==> src/rtl/reg_file_sb.sv <==
// -----------------------------------------------------------------------------
// reg_file_sb
//
// Architectural integer register file with an integrated scoreboard.
// Write-back writes the array and releases the destination's busy bit. Decode
// reads two sources through registered read ports, and issuing uops mark
// their destination busy. A combinational stall holds decode off while a
// source, or the issuing destination, still waits on an in-flight producer.
// x0 reads as zero, ignores writes and is never busy.
//
// Ports
//   clk          clock, rising edge
//   reset        synchronous, active-high reset
//   wb_en        write-back enable
//   wb_addr      write-back destination index
//   wb_data      write-back result
//   rd_req       decode read request
//   rs1_addr     source 1 index
//   rs2_addr     source 2 index
//   rs1_data     registered read data, port 1
//   rs2_data     registered read data, port 2
//   rd_valid     read data valid, one cycle after an accepted rd_req
//   issue_valid  decode issues a uop that writes issue_rd
//   issue_rd     destination of the issuing uop
//   stall        combinational hazard indication to decode
// -----------------------------------------------------------------------------
module reg_file_sb #(
    parameter int DATA_WIDTH     = 32,
    parameter int REG_ADDR_WIDTH = 5
) (
    input  logic                      clk,
    input  logic                      reset,
    input  logic                      wb_en,
    input  logic [REG_ADDR_WIDTH-1:0] wb_addr,
    input  logic [DATA_WIDTH-1:0]     wb_data,
    input  logic                      rd_req,
    input  logic [REG_ADDR_WIDTH-1:0] rs1_addr,
    input  logic [REG_ADDR_WIDTH-1:0] rs2_addr,
    output logic [DATA_WIDTH-1:0]     rs1_data,
    output logic [DATA_WIDTH-1:0]     rs2_data,
    output logic                      rd_valid,
    input  logic                      issue_valid,
    input  logic [REG_ADDR_WIDTH-1:0] issue_rd,
    output logic                      stall
);

    localparam int NUM_REGS = 2 ** REG_ADDR_WIDTH;

    localparam logic [REG_ADDR_WIDTH-1:0] ZERO_ADDR = {REG_ADDR_WIDTH{1'b0}};
    localparam logic [DATA_WIDTH-1:0]     ZERO_DATA = {DATA_WIDTH{1'b0}};

    // Architectural state
    logic [DATA_WIDTH-1:0] regs_r [NUM_REGS];
    logic [NUM_REGS-1:0]   busy_r;

    // Combinational control
    logic                  wb_write_s;
    logic                  stall_s;
    logic                  rd_accept_s;
    logic                  issue_accept_s;
    logic [NUM_REGS-1:0]   busy_next_s;
    logic [DATA_WIDTH-1:0] rs1_next_s;
    logic [DATA_WIDTH-1:0] rs2_next_s;

    // A register is still pending when it is busy and is not being written
    // back in this cycle; a write-back in progress is forwarded, not waited on.
    function automatic logic hit_f(
        input logic [NUM_REGS-1:0]       busy,
        input logic                      wr,
        input logic [REG_ADDR_WIDTH-1:0] wa,
        input logic [REG_ADDR_WIDTH-1:0] r
    );
        logic result;
        if (r == ZERO_ADDR) begin
            result = 1'b0;
        end else if (wr && (wa == r)) begin
            result = 1'b0;
        end else begin
            result = busy[r];
        end
        return result;
    endfunction

    // Read value for one port: x0 is zero. A same-cycle write-back to the
    // same index takes priority over the stored value.
    function automatic logic [DATA_WIDTH-1:0] read_f(
        input logic [DATA_WIDTH-1:0]     stored,
        input logic                      wr,
        input logic [REG_ADDR_WIDTH-1:0] wa,
        input logic [DATA_WIDTH-1:0]     wd,
        input logic [REG_ADDR_WIDTH-1:0] r
    );
        logic [DATA_WIDTH-1:0] result;
        if (r == ZERO_ADDR) begin
            result = ZERO_DATA;
        end else if (wr && (wa == r)) begin
            result = wd;
        end else begin
            result = stored;
        end
        return result;
    endfunction

    // Effective write-back: writes to x0 do nothing.
    always_comb begin
        wb_write_s = 1'b0;
        if (wb_en && (wb_addr != ZERO_ADDR)) begin
            wb_write_s = 1'b1;
        end else begin
            wb_write_s = 1'b0;
        end
    end

    // Hazard detection, read acceptance and issue acceptance.
    always_comb begin
        stall_s        = 1'b0;
        rd_accept_s    = 1'b0;
        issue_accept_s = 1'b0;
        if ((rd_req || issue_valid) &&
            (hit_f(busy_r, wb_write_s, wb_addr, rs1_addr) ||
             hit_f(busy_r, wb_write_s, wb_addr, rs2_addr) ||
             (issue_valid && hit_f(busy_r, wb_write_s, wb_addr, issue_rd)))) begin
            stall_s = 1'b1;
        end else begin
            stall_s = 1'b0;
        end
        if (rd_req && !stall_s) begin
            rd_accept_s = 1'b1;
        end else begin
            rd_accept_s = 1'b0;
        end
        if (issue_valid && !stall_s && (issue_rd != ZERO_ADDR)) begin
            issue_accept_s = 1'b1;
        end else begin
            issue_accept_s = 1'b0;
        end
    end

    assign stall = stall_s;

    // Next busy vector. The release is applied before the set so that a
    // new producer issuing in the same cycle as the old one retires keeps
    // the register busy.
    always_comb begin
        busy_next_s = busy_r;
        if (wb_write_s) begin
            busy_next_s[wb_addr] = 1'b0;
        end else begin
            busy_next_s = busy_next_s;
        end
        if (issue_accept_s) begin
            busy_next_s[issue_rd] = 1'b1;
        end else begin
            busy_next_s = busy_next_s;
        end
        busy_next_s[0] = 1'b0;
    end

    // Read data candidates including the write-back forward.
    always_comb begin
        rs1_next_s = read_f(regs_r[rs1_addr], wb_write_s, wb_addr, wb_data, rs1_addr);
        rs2_next_s = read_f(regs_r[rs2_addr], wb_write_s, wb_addr, wb_data, rs2_addr);
    end

    // Register array: cleared on reset, written by write-back (never x0).
    always_ff @(posedge clk) begin
        if (reset) begin
            for (int i = 0; i < NUM_REGS; i++) begin
                regs_r[i] <= ZERO_DATA;
            end
        end else if (wb_write_s) begin
            regs_r[wb_addr] <= wb_data;
        end
    end

    // Scoreboard busy bits.
    always_ff @(posedge clk) begin
        if (reset) begin
            busy_r <= {NUM_REGS{1'b0}};
        end else begin
            busy_r <= busy_next_s;
        end
    end

    // Registered read ports. The data outputs hold when no read is accepted.
    always_ff @(posedge clk) begin
        if (reset) begin
            rs1_data <= ZERO_DATA;
            rs2_data <= ZERO_DATA;
            rd_valid <= 1'b0;
        end else if (rd_accept_s) begin
            rs1_data <= rs1_next_s;
            rs2_data <= rs2_next_s;
            rd_valid <= 1'b1;
        end else begin
            rd_valid <= 1'b0;
        end
    end

endmodule

==> config.mk <==
export PLATFORM = sky130hd
export DESIGN_NAME = reg_file_sb
export DESIGN_NICKNAME = d
export VERILOG_FILES = /design/src/rtl/reg_file_sb.sv
export SDC_FILE = /design/constraint.sdc
export NUM_CORES = 2
export LEC_CHECK = 0
export CAP_MARGIN = 30
export CORE_MARGIN = 1.5
export CORE_UTILIZATION = 45
export DETAILED_ROUTE_END_ITERATION = 10
export GPL_TIMING_DRIVEN = 1
export HOLD_SLACK_MARGIN = 0.05
export SETUP_SLACK_MARGIN = 0.2
export SYNTH_ARGS = -nofsm -noshare
export SYNTH_HDL_FRONTEND = slang
export SYNTH_SLANG_ARGS = --single-unit
==> constraint.sdc <==
create_clock -name clk -period 11.2 [get_ports clk]
set_clock_uncertainty 0.1 [all_clocks]
set_input_delay 1.12 -clock clk [delete_from_list [all_inputs] [get_ports clk]]
set_output_delay 1.12 -clock clk [all_outputs]
set_load 0.01 [all_outputs]
==> impl_metrics.env <==
export IMPL_crit_path_end_kind="output pin"
export IMPL_synth_seq_area_share=0.544
export IMPL_firstDrtPassIters=6
export IMPL_area_growth_pct=12.2
export IMPL_period_share=0.592
export IMPL_path_clk_slew_ns=0.05
export IMPL_grt_pass1_wl_um=303000
export IMPL_synth_warnings=0
export IMPL_die_area_um2=136000
export IMPL_vias_per_cell=6.51
export IMPL_post_cts_setup_buffers=0
export IMPL_die_y_um=368
export IMPL_fmax_ghz=0.151
export IMPL_synth_cells=4379
export IMPL_io_buffers=122
export IMPL_drt_wl_total_um=217000
export IMPL_core_um2=132000
export IMPL_drc=0
export IMPL_yosysMostFrequentCell="edfxtp_1"
export IMPL_arrival_ns=5.41
export IMPL_grt_pass1_vias=39700
export IMPL_tightest_slew_ns=1.14
export IMPL_antenna_found_initial=15
export IMPL_clkLatencyLatePin_ns=0.77
export IMPL_peakVddDrop_mv=0.0914
export IMPL_synth_avg_cell_area_um2=13.7
export IMPL_cts_root_buf="clkbuf_16"
export IMPL_synth_cell_type_count=63
export IMPL_fin_tns_setup_ns=0
export IMPL_cts_sinks=1120
export IMPL_crit_start="wb_addr[3]"
export IMPL_maxCapViolations=0
export IMPL_status="finished, final reports clean"
export IMPL_hold_buffers=0
export IMPL_crit_type="in2out"
export IMPL_r2r_start="busy_r[23]"
export IMPL_ys_ff_latch=1120
export IMPL_yosys_top_cells_area="edfxtp_1 51%, mux4_2 15%, and2_1 10%, mux2i_1 5.4%, dfxtp_1 3.2%"
export IMPL_die_w_um=368
export IMPL_htreeDepth=4
export IMPL_synth_common_cells="1024 x edfxtp_1, 1006 x and2_1, 399 x mux4_2, 327 x clkbuf_1, 321 x mux2i_1"
export IMPL_final_hold_viol_count=0
export IMPL_cp_required_ns=9.98
export IMPL_min_path_type="reg2reg"
export IMPL_cts_tree="yes"
export IMPL_initial_core_util=0.455
export IMPL_p_per_area_nw_per_um2=154
export IMPL_syn_cell_area_um2=60000
export IMPL_grt_max_degree=111
export IMPL_crit_path_start_kind="input pin"
export IMPL_cp_max_fo=50
export IMPL_synth_ff_type="edfxtp_1"
export IMPL_drive_gt1_frac=0.193
export IMPL_synth_largest_area_cell="edfxtp_1"
export IMPL_drt_iter0_drc=5871
export IMPL_std_cell_rows=133
export IMPL_timing_hold_ws_ns=0.359
export IMPL_fin_nets=4414
export IMPL_ant_nets=0
export IMPL_vias=40500
export IMPL_min_from="rs2_data[30]"
export IMPL_rsz0062_at_grt="no"
export IMPL_slew_headroom=0.239
export IMPL_hpwl_um=122000
export IMPL_grt_overflow=0
export IMPL_gp_congestion=0.946
export IMPL_setup_violations=0
export IMPL_synth_top_area_frac=0.512
export IMPL_slew_viol_final=0
export IMPL_wire_per_inst_um=34.9
export IMPL_fin_crit_ns=6.63
export IMPL_cts_buffer_depth=3
export IMPL_track_usage=0.318
export IMPL_p_leak_nw=23.4
export IMPL_cts_buffers=131
export IMPL_ys_async_sr_fraction=0
export IMPL_synth_edf_count=1024
export IMPL_cts_resized_gates=0
export IMPL_io_pins=123
==> report_power, final <==
| group | leakage (nW) | switching (mW) | internal, mW |
|---|---|---|---|
| clock | 1.96 | 1.77 | 2.37 |
| sequential | 10.6 | 0.132 | 4.80 |
| combinational | 10.9 | 0.819 | 0.511 |
==> sequential cells by signal, indices dropped and copies added (netlist names) <==
register and flops:
busy_r 31, regs_r 1024, rs1_data 32, rs2_data 32, rd_valid 1
==> per-layer routing <==
layer | wire length [µm] | track usage
met1 | 84900 | 0.428
met2 | 99500 | 0.491
met3 | 23800 | 0.0823
met4 | 8720 | 0.128
met5 | 39 | 0
==> layout by cell type, fill, tap and decap left out, types with 17 or more instances in the layout <==
master	count
mux4_2	399
clkbuf_1	39
conb_1	32
edfxtp_1	1024
dfxtp_1	96
a22oi_1	135
clkbuf_16	134
clkinv_1	29
a221oi_1	88
nor3_1	27
nor2_4	22
o221ai_1	22
clkdlybuf4s50_1	112
a31oi_1	17
nor2_1	52
o21ai_0	38
and2_1	1006
mux2i_1	321
mux2_2	31
o211ai_1	45
nand3_1	92
buf_4	137
nand2_2	24
o31ai_1	17
o22ai_1	66
nand2_1	133
inv_1	32
==> per-stage QoR <==
stage	area, µm²	setup WS [ns]	util	power (mW)	std cells
floorplan	60100	6.71	-	5.75	4410
global placement	63000	4.68	0.477	6.28	5962
detailed placement	63200	4.69	0.479	6.31	5975
CTS	67300	4.69	0.510	10.4	6213
global route	67400	4.43	0.510	10.6	6219
finish	67400	4.57	0.510	10.4	6223
==> cell type report <==
class | instances | area, µm²
fill | 11000 | 64600
sequential | 1120 | 32700
multi-input combinational | 2792 | 25700
clock buffer | 174 | 3510
timing repair buffer | 274 | 2600
tap | 1755 | 2200
clock inverter | 64 | 536
inverter | 38 | 146
antenna | 6 | 15.0
==> logic make-up (layout without fill, tap and decap cells) <==
kind of cell / Yosys count / after routing / share of synthesized area
XOR/XNOR: 15 / 15 / 0.00219
AND/OR/NAND/NOR: 1465 / 1465 / 0.141
multiplexers: 751 / 751 / 0.209
buffers and inverters: 498 / 550 / 0.0360
flip-flops: 1120 / 1120 / 0.544
other: 1 / 38 / 0.0000625
AO/OA/AOI/OAI: 529 / 529 / 0.0673
==> final timing paths <==
| check | slack (ns) | depth (start not counted) | end |
|---|---|---|---|
| worst max-delay path | 4.57 | 10 | stall |
| worst min-delay path | 0.36 | 2 | rs2_data[30] |
| worst max register to register | 7.64 | 7 | rs1_data[24] |
| worst min register to register | 0.36 | 2 | rs2_data[30] |
==> worst max-delay path: stages <==
cell	delay, ns
clkdlybuf4s50_1	0.86
or3_1	0.69
o211ai_1	0.27
or2_2	0.15
buf_4	0.50
and4_1	0.78
nor3_1	0.11
buf_4	0.20
nor2_1	0.08
clkdlybuf4s50_1	0.55
Power figures use the tool's default switching activity.
